==> config.mk <==
export PLATFORM = sky130hd
export DESIGN_NAME = dport_arb
export DESIGN_NICKNAME = d
export VERILOG_FILES = /design/src/rtl/dport_arb.sv
export SDC_FILE = /design/constraint.sdc
export NUM_CORES = 1
export LEC_CHECK = 0
export ABC_AREA = 1
export CAP_MARGIN = 10
export CORE_AREA = 2 2 148 150
export DETAILED_ROUTE_END_ITERATION = 10
export DIE_AREA = 0 0 150 152
export SLEW_MARGIN = 25
export SYNTH_ARGS = -nofsm -noshare
export SYNTH_HDL_FRONTEND = slang
export SYNTH_SLANG_ARGS = --single-unit
==> constraint.sdc <==
create_clock -name clk_i -period 2 [get_ports clk_i]
set_input_delay 0.2 -clock clk_i [delete_from_list [all_inputs] [get_ports clk_i]]
set_output_delay 0.2 -clock clk_i [all_outputs]
set_load 0.01 [all_outputs]
==> src/rtl/dport_arb.sv <==
// dport_arb: two-requester arbiter for a shared data-port memory interface.
//
// Requester 0 is the CPU core data port, requester 1 a secondary master
// (DMA/debug). Requests are granted round-robin; once the memory stalls a
// granted request, the grant is locked until the handshake completes.
// Responses come back in order and are routed to the issuing requester via a
// FIFO of source IDs for accepted-but-unacknowledged requests.
//
// Ports:
//   clk_i, rst_i                 clock, synchronous active-low reset
//   mN_addr_i/_data_wr_i/_rd_i/_wr_i/_req_tag_i   requester N request
//   mN_accept_o                  requester N request accepted this cycle
//   mN_ack_o/_error_o/_resp_tag_o/_data_rd_o      requester N response
//   mem_addr_o/_data_wr_o/_rd_o/_wr_o/_req_tag_o  muxed request to memory
//   mem_accept_i/_ack_i/_error_i/_resp_tag_i/_data_rd_i  memory handshake
module dport_arb #(
    parameter int OUTSTANDING_DEPTH = 4,
    parameter int OUTSTANDING_W     = 2
) (
    input  logic        clk_i,
    input  logic        rst_i,

    input  logic [31:0] m0_addr_i,
    input  logic [31:0] m0_data_wr_i,
    input  logic        m0_rd_i,
    input  logic [3:0]  m0_wr_i,
    input  logic [10:0] m0_req_tag_i,
    output logic        m0_accept_o,
    output logic        m0_ack_o,
    output logic        m0_error_o,
    output logic [10:0] m0_resp_tag_o,
    output logic [31:0] m0_data_rd_o,

    input  logic [31:0] m1_addr_i,
    input  logic [31:0] m1_data_wr_i,
    input  logic        m1_rd_i,
    input  logic [3:0]  m1_wr_i,
    input  logic [10:0] m1_req_tag_i,
    output logic        m1_accept_o,
    output logic        m1_ack_o,
    output logic        m1_error_o,
    output logic [10:0] m1_resp_tag_o,
    output logic [31:0] m1_data_rd_o,

    output logic [31:0] mem_addr_o,
    output logic [31:0] mem_data_wr_o,
    output logic        mem_rd_o,
    output logic [3:0]  mem_wr_o,
    output logic [10:0] mem_req_tag_o,
    input  logic        mem_accept_i,
    input  logic        mem_ack_i,
    input  logic        mem_error_i,
    input  logic [10:0] mem_resp_tag_i,
    input  logic [31:0] mem_data_rd_i
);

    localparam logic [0:0] ST_IDLE = 1'b0;
    localparam logic [0:0] ST_HOLD = 1'b1;

    // Count value that means full; DEPTH is a power of two.
    localparam logic [OUTSTANDING_W:0] FULL_CNT = {1'b1, {OUTSTANDING_W{1'b0}}};

    logic [0:0]                   state_q, state_d;
    logic                         owner_q, owner_d;
    logic                         last_q,  last_d;
    logic [OUTSTANDING_DEPTH-1:0] fifo_q;
    logic [OUTSTANDING_W-1:0]     wr_ptr_q, rd_ptr_q;
    logic [OUTSTANDING_W:0]       count_q, count_d;

    logic act0, act1;
    logic win_idx, win_vld;
    logic fifo_full, fifo_empty;
    logic fire, push, pop, head;
    logic sel_rd;
    logic [3:0] sel_wr;

    assign act0 = m0_rd_i | (|m0_wr_i);
    assign act1 = m1_rd_i | (|m1_wr_i);

    assign fifo_full  = (count_q == FULL_CNT);
    assign fifo_empty = (count_q == '0);

    // Winner selection: locked owner in HOLD, round-robin tie-break in IDLE.
    // With nobody active the index still selects a requester so the
    // address/data/tag outputs carry a defined pass-through value.
    always_comb begin
        win_idx = ~last_q;
        win_vld = 1'b0;
        if (state_q == ST_HOLD) begin
            win_idx = owner_q;
            win_vld = owner_q ? act1 : act0;
        end else if (act0 && act1) begin
            win_idx = ~last_q;
            win_vld = 1'b1;
        end else if (act0) begin
            win_idx = 1'b0;
            win_vld = 1'b1;
        end else if (act1) begin
            win_idx = 1'b1;
            win_vld = 1'b1;
        end
    end

    // Push is gated by the registered full flag, so a concurrent pop does
    // not free a slot until the following cycle.
    assign fire = rst_i & win_vld & mem_accept_i & ~fifo_full;
    assign push = fire;
    assign pop  = rst_i & mem_ack_i & ~fifo_empty;
    assign head = fifo_q[rd_ptr_q];

    assign mem_addr_o    = win_idx ? m1_addr_i    : m0_addr_i;
    assign mem_data_wr_o = win_idx ? m1_data_wr_i : m0_data_wr_i;
    assign mem_req_tag_o = win_idx ? m1_req_tag_i : m0_req_tag_i;
    assign sel_rd        = win_idx ? m1_rd_i      : m0_rd_i;
    assign sel_wr        = win_idx ? m1_wr_i      : m0_wr_i;

    assign mem_rd_o = sel_rd & win_vld & ~fifo_full & rst_i;
    assign mem_wr_o = (win_vld & ~fifo_full & rst_i) ? sel_wr : 4'h0;

    assign m0_accept_o = fire & ~win_idx;
    assign m1_accept_o = fire &  win_idx;

    // Only the ack is routed; error is qualified by the routed ack.
    assign m0_ack_o      = pop & ~head;
    assign m1_ack_o      = pop &  head;
    assign m0_error_o    = m0_ack_o & mem_error_i;
    assign m1_error_o    = m1_ack_o & mem_error_i;
    assign m0_resp_tag_o = mem_resp_tag_i;
    assign m1_resp_tag_o = mem_resp_tag_i;
    assign m0_data_rd_o  = mem_data_rd_i;
    assign m1_data_rd_o  = mem_data_rd_i;

    always_comb begin
        state_d = state_q;
        owner_d = owner_q;
        last_d  = last_q;
        if (fire) begin
            last_d = win_idx;
        end
        case (state_q)
            ST_IDLE: begin
                if (win_vld && !fire) begin
                    state_d = ST_HOLD;
                    owner_d = win_idx;
                end
            end
            default: begin
                if (fire) begin
                    state_d = ST_IDLE;
                end
            end
        endcase
    end

    always_comb begin
        count_d = count_q;
        case ({push, pop})
            2'b10:   count_d = count_q + 1'b1;
            2'b01:   count_d = count_q - 1'b1;
            default: count_d = count_q;
        endcase
    end

    always_ff @(posedge clk_i) begin
        if (!rst_i) begin
            state_q  <= ST_IDLE;
            owner_q  <= 1'b0;
            last_q   <= 1'b1;
            fifo_q   <= '0;
            wr_ptr_q <= '0;
            rd_ptr_q <= '0;
            count_q  <= '0;
        end else begin
            state_q <= state_d;
            owner_q <= owner_d;
            last_q  <= last_d;
            count_q <= count_d;
            if (push) begin
                fifo_q[wr_ptr_q] <= win_idx;
                wr_ptr_q         <= wr_ptr_q + 1'b1;
            end
            if (pop) begin
                rd_ptr_q <= rd_ptr_q + 1'b1;
            end
        end
    end

endmodule

Word-level counts from Yosys, hierarchy flattened
Cells that the tools add are included.

operators by class
  $add $sub $neg = 4
  magnitude comparators = 3
  equality and inequality tests = 3
  mux-type cells = 24
  bitwise operators = 24
  reductions and logical operators = 9

operator list
  cell                 number
  $mux 32              2
  $and 1x1->1          16
  $mux 1               15
  $mux 11              1
  $mux 4               2
  $reduce_or 4->1      2
  $lt 2x3->1 const B   2
  $not 1->1            6
  $pmux 3 s2           1
  $add 2x1->2 const B  2
  $bwmux 4             1
  $add 3x1->3 const B  1
  $eq 3x3->1 const B   1
  $logic_and 1x1->1    3
  $logic_not 3->1      1
  $sub 3x1->3 const B  1
  $bmux 1 s2           1
  $demux 1 s2          1
  $eq 2x1->1 const B   1
  $eq 2x2->1 const B   1
  $ge 2x1->1 const B   1
  $or 1x1->1           2
  $reduce_and 2->1     1
  $reduce_bool 2->1    1
  $logic_not 1->1      1

storage, ports and cells
  flip-flop bits (word level) = 14
  bits of input ports = 208
  output and inout port bits = 172
  logic and storage cells = 74

Logic depth before layout (Yosys ltp)
  word-level depth = 13
  mapped depth = 13
  gate-level depth less buffers = 12

Worst setup path after synthesis
Ideal clock, no wire load.

  path kind = register -> register
  start point = register count_q[0]
  end point = register count_q[2]
  library setup time = 0.122 ns
  arrival = 1.967 ns
  data required time = 1.878 ns
  slack = -0.089 ns
  stages on the path, launching flop included = 12
  buffers on the path = 1
  period minus slack after synthesis = 2.089 ns
  cells stage by stage = dfxtp_1 -> nor3_1 -> nor2_1 -> nand3_2 -> buf_4 -> ha_1 -> inv_1 -> fa_1 -> a21oi_1 -> o21ai_0 -> o21ai_0 -> a21oi_1

on the way
  longest elaborated chain between the ends = 5
  elaborated cells on any way between the ends = 12
  those cells by class = 2 x add/sub; 3 x eq/ne; 1 x mux; 4 x bitwise; 2 x reduce/logical

ends and longest elaborated chain
  element                                                 line      source
  start, declared                                         68        logic [OUTSTANDING_W:0] count_q, count_d;
  start signal, assigned                                  177       count_q <= count_d;
  $eq 3x3->1 / $logic_not 3->1 (equally long branches)    80, 81
  $not 1->1 (on tied branches)                            106, 108
  $and 1x1->1 (on tied branches)                          106, 108
  $eq 2x1->1 / $eq 2x2->1 (equally long branches)         157       case ({push, pop})
  $pmux 3 s2 / $reduce_bool 2->1 (equally long branches)  -

Parallel ways exist; a longest one is shown, timed or not.
A chain may end at the register's enable or synchronous reset.

Worst setup path in the final report
  start point = register state_q
  end point = output port mem_req_tag_o[5]

on the way
  longest elaborated chain between the ends = 2

ends and longest elaborated chain
  element                 line  source
  start, declared         63    logic [0:0] state_q, state_d;
  start signal, assigned  174   state_q <= state_d;
  $mux 1                  89    if (state_q == ST_HOLD) begin
  $mux 11                 113   assign mem_req_tag_o = win_idx ? m1_req_tag_i : m0_req_tag_i;
  end, declared           49    output logic [10:0] mem_req_tag_o,

Every way passes these cells.

==> impl_metrics.tcl <==
set metrics [dict create \
    status "finished clean" \
    slew_viol_final 0 \
    start_util_pct 12.0 \
    crit_chain "nand2_1, buf_4, nand2_8, buf_4, buf_4, buf_6, nand2_1, nand2_1, clkdlybuf4s15_2" \
    clkTransAtPathRegs_ns 0.05 \
    synth_nets 693 \
    hold_viol 0 \
    synthCells 479 \
    yosys.area_share.simple_pct 44.9 \
    wl_per_cell_um 15.8 \
    reg2reg_slack_ns 0.11 \
    hp-class "input port to output pin" \
    grt_usage_pct 12.6 \
    reg2reg_from "state_q" \
    critical_path_class "register to output pin" \
    peakVddDrop_mv 0.307 \
    synth_largest_area_cell "nand2_1" \
    clk_latency_ns 0.25 \
    max_freq_ghz 0.521 \
    worst_hold_slack_ns 0.400 \
    grt_pass1_vias 3481 \
    io_buffers 250 \
    endpoint_kind "output pin" \
    p_seq_share_pct 13.2 \
    num_antenna_cells 0 \
    cellPowerDensity_nw_per_um2 450 \
    crit_arrival_ns 1.72 \
    synth_mux_area_share_pct 0 \
    first_iter_violations 108 \
    cts_sinks 14 \
    fin_crit_ns 1.92 \
    setup_viol 0 \
    syn_area_per_cell_um2 5.34 \
    synthXorXnorAreaFrac_pct 0 \
    firstDrtPassIters 5 \
    dp_hpwl_mm 10.9 \
    cts_tree "done" \
    core_region_area_um2 21400 \
    switchingPower_mw 0.899 \
    power_leakage_nw 2.69 \
    overflow 0 \
    clkPwrFrac_pct 17.3 \
    ctsHoldBuffers 0 \
    drive_above_1_share_pct 23.6 \
    yosysTopAreaCellShare_pct 37.1 \
    finish.utilization_pct 25.7 \
    worstHoldStart "mem_data_rd_i[4]" \
    routabilityCongestion 0.787 \
    ys_types 23 \
    synth_area_leaders "nand2_1 37%, buf_4 28%, dfxtp_1 11%" \
    clock_tree.htree_level_count 1 \
    drc_errors 0 \
    yosys_warnings 0 \
    grt_max_degree 18 \
    grt_pass1_wl_mm 21.7 \
    worst_clock_skew_ns 0.00152 \
    die_w_um 150 \
    max_stage_delay_ns 0.34 \
    ys_ff_latch 14 \
    cts_root_buffer "clkbuf_16" \
    synth-compound-area-share_pct 6.51 \
    cp-startpoint "state_q" \
    vias_per_cell 3.53 \
    cap_violations 0 \
    die_area_um2 22800 \
    routed_wl_mm 15.3 \
    areaGrowthSynthToFinish_pct 114 \
    synthAdderAreaFrac_pct 3.23 \
    pre_cts_ws_ns -0.590 \
    post-route-period-util_pct 96.0 \
    antenna_found_initial 0 \
    row_count 54 \
    clockBufferDepth 2 \
    multi_input_area_um2 1550 \
    p_sw_share_pct 36.5 \
    synth_top_family_by_area "simple AND/OR/NAND/NOR gates" \
    slowest_stage "dfxtp_2" \
    cp_data_required_time_ns 1.80 \
    seq_area_um2 287 \
    ant_nets 0 \
    vias 3410 \
    synth_area_um2 2560 \
    die_height_um 152 \
    io_pins 380 \
    final_nets 900 \
    p_comb_share_pct 69.5 \
    yosysSeqAreaShare_pct 11.0 \
    fin_ws_ns 0.0796 \
    cts_buffers 3 \
    p_int_mw 1.57 \
    path_max_fanout 9 \
    worstMarginPinSlew_ns 0.233 \
    nFillCells 2393 \
    cp-start-kind "register" \
    slew_headroom_pct 84.3 \
]
==> critical path: cells and delay by family (launching register included) <==
family	cells	cell delay [ns]
buf+inv	5	0.83
simple gates	4	0.31
flops	1	0.34
==> cell families after synthesis <==
family                   Yosys count
AO/OA/AOI/OAI                     29
buffers and inverters            133
adder cells (fa/ha/maj)            6
AND/OR/NAND/NOR                  297
flip-flops                        14
==> power groups by stage <==
stage | clock (mW) | sequential, mW | combinational, mW
floorplan | 0 | 0.323 | 0.730
global placement | 0 | 0.327 | 1.51
detailed placement | 0 | 0.328 | 1.51
CTS | 0.436 | 0.325 | 1.74
global route | 0.447 | 0.328 | 1.87
finish | 0.426 | 0.325 | 1.71
==> area by class of cell <==
cell class,instances,area share [%]
Timing Repair Buffer,307,56.5
Tap cell,280,6.40
Clock buffer,4,1.62
Inverter,27,1.85
Multi-Input combinational cell,333,28.4
Sequential cell,14,5.23
==> placed cells by master, fill, tap and decap left out, types with 3 or more instances in the layout <==
| cell type | n |
|---|---|
| dlygate4sd2_1 | 14 |
| clkdlybuf4s15_2 | 13 |
| clkbuf_16 | 4 |
| nor2_1 | 27 |
| nand2_4 | 4 |
| buf_16 | 7 |
| buf_4 | 31 |
| inv_2 | 4 |
| clkbuf_2 | 11 |
| buf_12 | 13 |
| o21ai_0 | 8 |
| a21oi_1 | 11 |
| nand4_1 | 4 |
| buf_2 | 38 |
| o21ai_1 | 6 |
| ha_1 | 5 |
| nor2_2 | 3 |
| nand2_1 | 242 |
| dfxtp_1 | 9 |
| clkdlybuf4s15_1 | 14 |
| clkdlybuf4s50_1 | 154 |
| bufbuf_16 | 3 |
| inv_1 | 23 |
| buf_6 | 6 |
| nand2_2 | 6 |
| dfxtp_2 | 5 |
==> path summary, 6_finish.rpt <==
| check | endpoint | depth (start not counted) |
|---|---|---|
| max | mem_req_tag_o[5] | 9 |
| min reg2reg | count_q[0] | 1 |
| min | m0_data_rd_o[4] | 0 |
| max reg2reg | count_q[2] | 11 |
==> per-layer routing <==
layer  vias up  GRT usage, %  wire (um)
met1      1432          13.4       5610
met3        16          5.74       1830
met2       184          22.8       7660
met4         0          2.47        192
met5         -             0          0
li1       1778             -          -
==> cells in the mapped netlist <==
master and n:
nand2_1 253, buf_4 94, nor2_1 31, inv_1 25, dfxtp_1 14, a21oi_1 11, buf_2 10, o21ai_0 9
o21ai_1 6, ha_1 5, nand4_1 4, nor3_1 3, buf_6 2, inv_2 2, nand3_1 2, a21oi_4 1
a31oi_2 1, and2_1 1, fa_1 1, nand3_2 1, nor2_2 1, nor3_2 1, o211ai_1 1
==> sequential cells by signal, indices dropped and copies added (netlist names) <==
name and cells:
owner_q 1, count_q 3, fifo_q 4, rd_ptr_q 2
last_q 1, wr_ptr_q 2, state_q 1
==> repair_timing <==
| action | in CTS | in global routing |
|---|---|---|
| pin swaps | 14 | 10 |
| gates cloned | 10 | 1 |
| gates resized for setup | 300 | 24 |
| buffers inserted | 18 | 3 |
| endpoints found under the setup margin | 87 | 81 |
| endpoints found under the hold margin | 0 | 0 |
==> stage by stage <==
stage,power (mW),cells,setup TNS [ns],cell area (um^2)
CTS,2.50,961,0,5470
floorplan,1.05,479,0,2580
detailed placement,1.83,929,-41.70,4920
finish,2.47,965,0,5480
global placement,1.83,929,-41.93,4920
global route,2.64,965,-0.00412,5480
Power figures use the tool's default switching activity.
